`config.mk`:
```
export PLATFORM = sky130hd
export DESIGN_NAME = seg_display_scan
export DESIGN_NICKNAME = d
export VERILOG_FILES = /design/src/rtl/seg_display_scan.sv
export SDC_FILE = /design/constraint.sdc
export NUM_CORES = 1
export LEC_CHECK = 0
export BUFFER_PORTS_ARGS = -buffer_cell sky130_fd_sc_hd__buf_4
export CORE_MARGIN = 8
export CORE_UTILIZATION = 45
export DETAILED_ROUTE_END_ITERATION = 10
export PLACE_DENSITY = 0.67
export RECOVER_POWER = 50
export SETUP_SLACK_MARGIN = 0.2
export SLEW_MARGIN = 20
export SYNTH_ARGS = -nofsm -noshare
export SYNTH_HDL_FRONTEND = slang
export SYNTH_SLANG_ARGS = --single-unit
```
`constraint.sdc`:
```
create_clock -name IN_clk -period 2.2 [get_ports IN_clk]
set_input_delay 0.33 -clock IN_clk [delete_from_list [all_inputs] [get_ports IN_clk]]
set_output_delay 0.33 -clock IN_clk [all_outputs]
set_load 0.005 [all_outputs]
```
`src/rtl/seg_display_scan.sv`:
```
// Time-multiplexed driver for a common-anode 7-segment display. The value is
// double-buffered so a newly loaded value only takes effect at a frame boundary.
module seg_display_scan #(
    parameter int DIGITS = 4,
    parameter int DWELL  = 50000,
    parameter int BLANK  = 2
) (
    input  logic                  IN_clk,
    input  logic                  IN_reset,
    input  logic [4*DIGITS-1:0]   IN_value,
    input  logic [DIGITS-1:0]     IN_dp,
    input  logic                  IN_blank_lz,
    input  logic                  IN_load,
    output logic [DIGITS-1:0]     OUT_dig,
    output logic [6:0]            OUT_seg,
    output logic                  OUT_dp,
    output logic                  OUT_pending,
    output logic                  OUT_frame
);

    localparam int CW = (DWELL > 1) ? $clog2(DWELL) : 1;
    localparam int IW = (DIGITS > 1) ? $clog2(DIGITS) : 1;
    localparam logic [CW-1:0] CNT_LAST  = CW'(DWELL - 1);
    localparam logic [CW-1:0] CNT_BLANK = CW'(BLANK);
    localparam logic [IW-1:0] IDX_LAST  = IW'(DIGITS - 1);

    logic [CW-1:0]          cnt_q, cnt_d;
    logic [IW-1:0]          idx_q, idx_d;
    logic [4*DIGITS-1:0]    disp_val_q, disp_val_d;
    logic [DIGITS-1:0]      disp_dp_q, disp_dp_d;
    logic                   disp_lz_q, disp_lz_d;
    logic [4*DIGITS-1:0]    sh_val_q, sh_val_d;
    logic [DIGITS-1:0]      sh_dp_q, sh_dp_d;
    logic                   sh_lz_q, sh_lz_d;
    logic                   pending_q, pending_d;
    logic                   frame_q, frame_d;
    logic [DIGITS-1:0]      dig_q, dig_d;
    logic [6:0]             seg_q, seg_d;
    logic                   dp_q, dp_d;

    logic [3:0]             nibble_arr [DIGITS];
    logic [DIGITS-1:0]      lz_blank;
    logic [DIGITS-1:0]      dig_onehot_n;
    logic                   boundary;
    logic                   in_gap;
    logic                   cur_blank;

    function automatic logic [6:0] seg_hex(input logic [3:0] n);
        logic [6:0] s;
        case (n)
            4'h0: s = 7'b0111111;
            4'h1: s = 7'b0000110;
            4'h2: s = 7'b1011011;
            4'h3: s = 7'b1001111;
            4'h4: s = 7'b1100110;
            4'h5: s = 7'b1101101;
            4'h6: s = 7'b1111101;
            4'h7: s = 7'b0000111;
            4'h8: s = 7'b1111111;
            4'h9: s = 7'b1101111;
            4'hA: s = 7'b1110111;
            4'hB: s = 7'b1111100;
            4'hC: s = 7'b0111001;
            4'hD: s = 7'b1011110;
            4'hE: s = 7'b1111001;
            default: s = 7'b1110001;
        endcase
        return s;
    endfunction

    // A digit is a leading zero when it and every more significant nibble are zero;
    // the rightmost digit is always lit so a zero value still shows "0".
    genvar gi;
    generate
        for (gi = 0; gi < DIGITS; gi++) begin : g_digit
            assign nibble_arr[gi]   = disp_val_q[4*gi +: 4];
            assign dig_onehot_n[gi] = (idx_q != IW'(gi));
            if (gi == 0) begin : g_lsd
                assign lz_blank[gi] = 1'b0;
            end else begin : g_upper
                assign lz_blank[gi] = disp_lz_q && (disp_val_q[4*DIGITS-1:4*gi] == '0);
            end
        end
    endgenerate

    always_comb begin
        boundary   = (cnt_q == CNT_LAST) && (idx_q == IDX_LAST);
        in_gap     = (cnt_q < CNT_BLANK);
        cur_blank  = lz_blank[idx_q];

        cnt_d      = cnt_q + 1'b1;
        idx_d      = idx_q;
        if (cnt_q == CNT_LAST) begin
            cnt_d = '0;
            idx_d = (idx_q == IDX_LAST) ? '0 : idx_q + 1'b1;
        end

        disp_val_d = disp_val_q;
        disp_dp_d  = disp_dp_q;
        disp_lz_d  = disp_lz_q;
        sh_val_d   = sh_val_q;
        sh_dp_d    = sh_dp_q;
        sh_lz_d    = sh_lz_q;
        pending_d  = pending_q;

        // Commit uses the shadow as it stood before this edge, so a load landing
        // on the boundary edge is queued for the following frame.
        if (boundary && pending_q) begin
            disp_val_d = sh_val_q;
            disp_dp_d  = sh_dp_q;
            disp_lz_d  = sh_lz_q;
            pending_d  = 1'b0;
        end
        if (IN_load) begin
            sh_val_d  = IN_value;
            sh_dp_d   = IN_dp;
            sh_lz_d   = IN_blank_lz;
            pending_d = 1'b1;
        end

        frame_d = boundary;
        dig_d   = (in_gap || cur_blank) ? '1 : dig_onehot_n;
        seg_d   = cur_blank ? 7'h7F : ~seg_hex(nibble_arr[idx_q]);
        dp_d    = (in_gap || cur_blank) ? 1'b1 : ~disp_dp_q[idx_q];
    end

    always_ff @(posedge IN_clk) begin
        if (IN_reset) begin
            cnt_q      <= '0;
            idx_q      <= '0;
            disp_val_q <= '0;
            disp_dp_q  <= '0;
            disp_lz_q  <= 1'b0;
            sh_val_q   <= '0;
            sh_dp_q    <= '0;
            sh_lz_q    <= 1'b0;
            pending_q  <= 1'b0;
            frame_q    <= 1'b0;
            dig_q      <= '1;
            seg_q      <= 7'h7F;
            dp_q       <= 1'b1;
        end else begin
            cnt_q      <= cnt_d;
            idx_q      <= idx_d;
            disp_val_q <= disp_val_d;
            disp_dp_q  <= disp_dp_d;
            disp_lz_q  <= disp_lz_d;
            sh_val_q   <= sh_val_d;
            sh_dp_q    <= sh_dp_d;
            sh_lz_q    <= sh_lz_d;
            pending_q  <= pending_d;
            frame_q    <= frame_d;
            dig_q      <= dig_d;
            seg_q      <= seg_d;
            dp_q       <= dp_d;
        end
    end

    assign OUT_dig     = dig_q;
    assign OUT_seg     = seg_q;
    assign OUT_dp      = dp_q;
    assign OUT_pending = pending_q;
    assign OUT_frame   = frame_q;

endmodule

```
Yosys cells after proc, flatten, opt, wreduce, memory -nomap -nowiden
Memory sizes are Yosys's and may differ from the RTL's. Cells that the tools add are included.

Register bits: 74. Bits in read-only memories: 112. Output and inout port bits: 14. Memories: 1.

Memory list: (name not given) (words 16, bits a word 7, read ports 1, clocked after memory_dff 0, wr ports 0, RTL line 50) `case (n)`.

Add/sub/neg operators: 2. Order comparisons: 3. Eq/ne operators: 5. Muxes and demuxes: 10. Bitwise logic cells: 3. Reduce and logical (&&, ||, !) cells: 14.

Operators by type and width (count): 16-bit by 1-bit adder with 16-bit output, second input constant (1); 16-bit == test, second input constant (1); 16-bit by 2-bit less-than comparator with 1-bit output, second input constant (1); 12-bit zero test (1); 4-bit binary-select mux with 2-bit select (1); 8-bit zero test (1); 4-bit 2-to-1 mux (2); 7-bit NOT (1); 2-bit OR reduction (3); 1-bit logical AND (5); 1-bit binary-select mux with 2-bit select (2); 4-bit zero test (1); 1-bit 2-to-1 mux (4); 2-bit != test, second input constant (2); 2-bit nonzero test (2); 3-bit greater-or-equal comparator, second input constant (1); 2-bit by 3-bit less-than comparator with 1-bit output, second input constant (1); 2-bit NOT with 3-bit output (1); 2-bit by 1-bit adder with 2-bit output, second input constant (1); 2-bit == test, second input constant (1); 2-bit 2-to-1 mux (1); 2-bit by 1-bit != test with 1-bit output, second input constant (1); 1-bit logical OR (1); 1-bit NOT (1).

Depth between registers and ports, before layout
Gate-level depths: netlist (run 1).

Depth in word-level cells: 6. Depth in mapped cells: 7.

Worst setup path after synthesis (run 1)
OpenSTA, ideal clock, no wires.

Path kind: register to register. Start: register idx_q[0]. End: register seg_q[3], in the netlist OUT_seg[3]. Setup time: 0.131 ns. Arrival: 2.024 ns. Required time: 2.069 ns. Setup slack: 0.045 ns. Cell stages (with the launch flop): 8. Buffers on the path: 1. Period minus slack after synthesis: 2.155 ns. Path through: dfxtp_1 buf_2 mux4_2 inv_1 ha_1 inv_1 mux4_2 nand2b_1.

Word-level cells in the longest chain between the ends: 6. Elaborated cells between the ends (all ways): 9.

Ends and longest elaborated chain: start, declared (RTL line 28) `logic [IW-1:0] idx_q, idx_d;`; start signal, assigned (RTL line 144) `idx_q <= idx_d;`; 2-bit NOT with 3-bit output (implied by the code) (RTL line 123) `seg_d = cur_blank ? 7'h7F : ~seg_hex(nibble_arr[idx_q]);`; 4-bit binary-select mux with 2-bit select (RTL line 123); 4-bit 2-to-1 mux (implied by the code) (2 in series) (RTL line 123); memory 16 x 7 bit; 7-bit NOT (RTL line 123); end signal, assigned (RTL line 154) `seg_q <= seg_d;`; end, declared (RTL line 38) `logic [6:0] seg_q, seg_d;`.

Parallel ways exist; a longest one is shown, timed or not. The select of a mux whose other input is x is not followed. A chain may end at the register's enable or synchronous reset.

Worst setup path in the final report (run 1)
Same ends and word-level chain as after synthesis.

==> impl_metrics.toml, run 1 <==
[outcome]
status = "finished clean"

[setup_path]
path_class = "reg -> reg"
crit_fanout = 5
start_kind = "flip-flop"
critPathCaptureType = "flip-flop"
crit_required_ps = 2410
critPathArrivalTime_ps = 2200

[flow_run]
max-cap-violations = 0

[clocking]
ctsRootBufferMaster = "clkbuf_8"
cts_sinks = 74
cts_buffers = 9
clkTransAtPathRegs_ps = 80
cts_max_path_buffers = 2
cts_htree_levels = 3
cts_tree = "built"
clock_latency_ps = 340
hold_buffers = 0

[layout]
nFillCells = 618
multiInputGateArea_um2 = 1580
nets = 410
area_growth_pct = 20.2
drive_gt1_share_pct = 26.1
register_area_um2 = 1490
diodes = 0

[timing]
rsz0062_at_grt = "yes"
setup_ws_ps = 206
finClkSkew_ps = 8.73
final-setup-viol-count = 0
slew_viol_final = 0
final.setup.tns_ps = 0
worst_pin_slew_ps = 1470
fin_crit_ps = 1990
timing.fmax_mhz = 501
hold_viol = 0
holdWs_ps = 220
period_share_pct = 90.6
maxSlewHeadroom_pct = 1.77

[synth]
yosys.area.top_type_share_pct = 47.3
async_flop_share_pct = 0
synth_seq_area_share_pct = 47.3
synth_flop_cell = "dfxtp_1"
synth-edff-count = 0
yosys.area.top_type = "dfxtp_1"
synth.most_common_cell = "dfxtp_1"
synthTopCellsByCount = "dfxtp_1, nand2_1, nor2_1, mux2i_1, a21oi_2"
syn_area_um2 = 3130
ys_seq_elements = 74
postSynthAreaPerCell_um2 = 9.43
yosys_warnings = 0
syn_nets = 367
ys_top_cells_by_area = "dfxtp_1, mux2i_1, nand2_1"
ys_types = 32
syn_inst = 332

[die]
rows = 30
start_util_pct = 46.3
dieArea_um2 = 9880
core_region_area_um2 = 6760
die_x_um = 99.4
fp.dieH_um = 99.4
io_pins = 38

[power_and_ir_drop]
p_leak_nw = 1.42
power_w = 0.00263
ir_worst_vdd_mv = 0.555
power_density_nw_per_um2 = 700

[place]
hpwl_mm = 4.27
gp_congestion = 0.835
port_buffers = 37
pre_cts_ws_ps = 221

[routing]
drt_pass1_iterations = 4
first_iter_violations = 76
routed_wl_mm = 5.98
dr_total_vias = 2300
via_per_inst = 5.00
ant_nets = 0
wl_per_cell_um = 13.0
drc_errors = 0

[min_path]
hold_path_class = "in -> reg"

[global_route]
grt_pass1_wl_mm = 10.3
gr-total-overflow = 0
grt_pass1_vias = 2303
grtUsageTotal_pct = 12.9
antenna_found_initial = 0
grt_max_degree = 34
==> logic make-up after synthesis <==
group,share of synthesized area (%)
and+or+nand+nor,20.3
buffers and inverters,3.60
AOI/OAI and AO/OA,8.79
adders and majority gates,4.40
DFF,47.3
xor gates and xnor gates,3.92
muxes,11.7
==> repair_timing <==
item / 4_1_cts / 5_1_grt
buffers inserted: 0 / 5
setup endpoints to repair: 0 / 11
gates resized for setup: 0 / 7
endpoints found under the hold margin: 0 / 0
==> per-stage QoR <==
step	cells	instance area [um2]	utilization (%)
6_report	460	3760	55.7
5_1_grt	460	3760	55.7
4_1_cts	455	3710	54.9
3_5_place_dp	439	3500	51.8
3_3_place_gp	439	3500	51.8
2_1_floorplan	332	3160	-
==> where the power goes <==
part	internal, W	total [W]	switching, W
clock	0.000619	0.00110	0.000484
combinational	0.0000716	0.000136	0.0000641
sequential	0.00137	0.00139	0.0000199
==> path summary, 6_finish.rpt <==
path                      from              to  slack [ps]  cells after the start
setup / recovery      idx_q[0]      OUT_seg[3]         210                      6
hold reg to reg   sh_val_q[11]  disp_val_q[11]         460                      2
hold / removal     IN_value[2]     sh_val_q[2]         220                      3
setup reg to reg      idx_q[0]      OUT_seg[3]         210                      6
==> routing by layer <==
layer / GRT usage, % / share of wire [%] / routed length [um]
met1: 15.0 / 48 / 2870
met2: 20.7 / 46 / 2760
met3: 4.54 / 4.3 / 256
met4: 6.29 / 1.7 / 99
met5: 0 / 0 / 0
==> critical path, cell delays in order, from the launching register on <==
cell      delay, ps
dfxtp_4         380
mux4_2          630
inv_4           110
ha_4            130
inv_2            20
mux4_2          440
nand2b_4        140
==> cell usage in the layout, fill, tap and decap left out, drive strengths merged <==
master,synthesis,routed
clkinvlp,0,1
nand3,12,12
bufinv,0,1
buf,9,33
xor2,6,6
clkbuf,8,29
or2,1,1
a311oi,1,1
nand2b,3,3
mux4,6,6
and4,1,1
or3,1,1
nor3,5,5
ha,11,11
nand4,4,4
nor2,48,48
nand2,59,59
clkinv,0,1
o21ai,3,3
a31oi,1,1
or4,1,1
xnor2,8,8
dfxtp,74,74
o211ai,3,3
o221ai,2,2
nor4,6,6
inv,8,8
mux2i,23,23
a21oi,26,26
and3,2,2
==> cell type report <==
cell class / instances / area share (%)
Timing Repair Buffer: 49 / 9.28
Tap cell: 80 / 2.66
Clock inverter: 3 / 1.23
Clock buffer: 13 / 4.49
Inverter: 8 / 0.931
Multi-Input combinational cell: 233 / 41.9
Sequential cell: 74 / 39.5
==> registers in the layout, summed over array words and instances (netlist names), 2 cells and up <==
register,cells
cnt_q,16
disp_val_q,16
sh_val_q,16
OUT_seg,7
OUT_dig,4
disp_dp_q,4
sh_dp_q,4
idx_q,2
Note: power is estimated with default switching activity, not from simulation.
==> inputs of run 2 (changes only) <==
--- a/config.mk
+++ b/config.mk
@@ -7,9 +7,9 @@
 export LEC_CHECK = 0
 export BUFFER_PORTS_ARGS = -buffer_cell sky130_fd_sc_hd__buf_4
 export CORE_MARGIN = 8
-export CORE_UTILIZATION = 45
+export CORE_UTILIZATION = 52
 export DETAILED_ROUTE_END_ITERATION = 10
-export PLACE_DENSITY = 0.67
+export PLACE_DENSITY = 0.75
 export RECOVER_POWER = 50
 export SETUP_SLACK_MARGIN = 0.2
 export SLEW_MARGIN = 20
==> impl_metrics.toml, run 2 (same netlist as run 1, synthesis figures left out) <==
[outcome]
status = "finished clean"

[clocking]
clkTransAtPathRegs_ps = 80
cts_sinks = 74
ctsRootBufferMaster = "clkbuf_8"
cts_htree_levels = 3
cts_max_path_buffers = 2
clock_latency_ps = 340
cts_tree = "built"
cts_buffers = 9

[routing]
drc_errors = 0
dr_total_vias = 2428
first_iter_violations = 128
via_per_inst = 5.29
routed_wl_mm = 6.41
wl_per_cell_um = 14.0
drt_pass1_iterations = 4
ant_nets = 0

[layout]
drive_gt1_share_pct = 29.7
register_area_um2 = 1490
final_cell_mix = "dfxtp_1, nand2_1, nor2_1, buf_4, mux2i_1"
diodes = 0
nets = 414
multiInputGateArea_um2 = 1620
nFillCells = 470
area_growth_pct = 23.1
top_regs = "cnt_q x16, disp_val_q x16, sh_val_q x16"
final_common_cell = "dfxtp_1"

[timing]
finClkSkew_ps = 8.70
slew_viol_final = 0
setup_ws_ps = 167
final-setup-viol-count = 0
worst_pin_slew_ps = 1220
final.setup.tns_ps = 0
maxSlewHeadroom_pct = 18.5
fin_crit_ps = 2030
period_share_pct = 92.4
rsz0062_at_grt = "yes"
hold_viol = 0
timing.fmax_mhz = 492

[min_path]
hold_path_class = "in -> reg"

[global_route]
grtUsageTotal_pct = 14.6
grt_pass1_vias = 2234
grt_pass1_wl_mm = 10.2
grt_max_degree = 51
gr-total-overflow = 0
antenna_found_initial = 0

[setup_path]
start_kind = "flip-flop"
path_class = "reg -> reg"
crit_required_ps = 2450
critPathArrivalTime_ps = 2280
critPathCaptureType = "flip-flop"
crit_fanout = 6

[die]
fp.dieH_um = 93.6
die_x_um = 93.6
rows = 28
dieArea_um2 = 8760
start_util_pct = 53.2
core_region_area_um2 = 5890
io_pins = 38

[place]
gp_congestion = 0.805
pre_cts_ws_ps = 213
hpwl_mm = 4.14
port_buffers = 37

[flow_run]
max-cap-violations = 0

[power_and_ir_drop]
p_leak_nw = 1.49
ir_worst_vdd_mv = 0.460
power_density_nw_per_um2 = 714
## run 2: worst paths after layout
kind                            cells past startpoint         start      endpoint  slack [ps]
worst max-delay path                                6     cnt_q[13]      idx_q[0]         170
worst min register to register                      2  disp_dp_q[2]  disp_dp_q[2]         460
worst max register to register                      6     cnt_q[13]      idx_q[0]         170
worst min-delay path                                3   IN_value[4]   sh_val_q[4]         220
## run 2: where the power goes
group,internal (W),switching [W]
sequential,0.00137,0.0000205
combinational,0.0000701,0.0000648
clock,0.000730,0.000492
total,0.00217,0.000577
## run 2: layout make-up
cell class              count  area share (%)
well taps                  75            2.44
multi-input cells         235            42.0
repair buffers             51            10.0
clock inverters             4            1.88
inverters                   8           0.844
clock buffers              12            4.29
flip-flops and latches     74            38.6
## run 2: metal layers
metal	wire [um]	global-route usage, %	share of wire (%)	vias up
met4	95	5.55	1.5	0
met5	0	0	0	-
li1	-	-	-	1224
met2	2960	21.9	46	57
met1	3050	18.7	48	1136
met3	306	5.21	4.8	11
## run 2: per-stage QoR
step           utilization [%]  std cells  power (W)  cell area (um2)  hold WS (ps)
6_report                  65.5        459    0.00275             3850           219
2_1_floorplan                -        332    0.00150             3160           430
3_3_place_gp              59.1        432    0.00156             3480           446
5_1_grt                   65.5        459    0.00286             3850           204
3_5_place_dp              59.1        432    0.00156             3480           453
4_1_cts                   63.3        449    0.00277             3720           210
## run 2: critical path: stages (launching register included)
cell	delay, ps
dfxtp_1	330
or4_4	550
nor4_4	300
buf_6	170
nand2_4	60
or3_4	400
a21oi_2	120
## run 2: timing repair
| action | 4_1_cts | 5_1_grt |
|---|---|---|
| pin swaps | 0 | 5 |
| hold buffers | 0 | 0 |
| gates cloned | 0 | 2 |
| gates resized for setup | 1 | 13 |
| endpoints found under the setup margin | 1 | 23 |
| setup buffers | 1 | 8 |
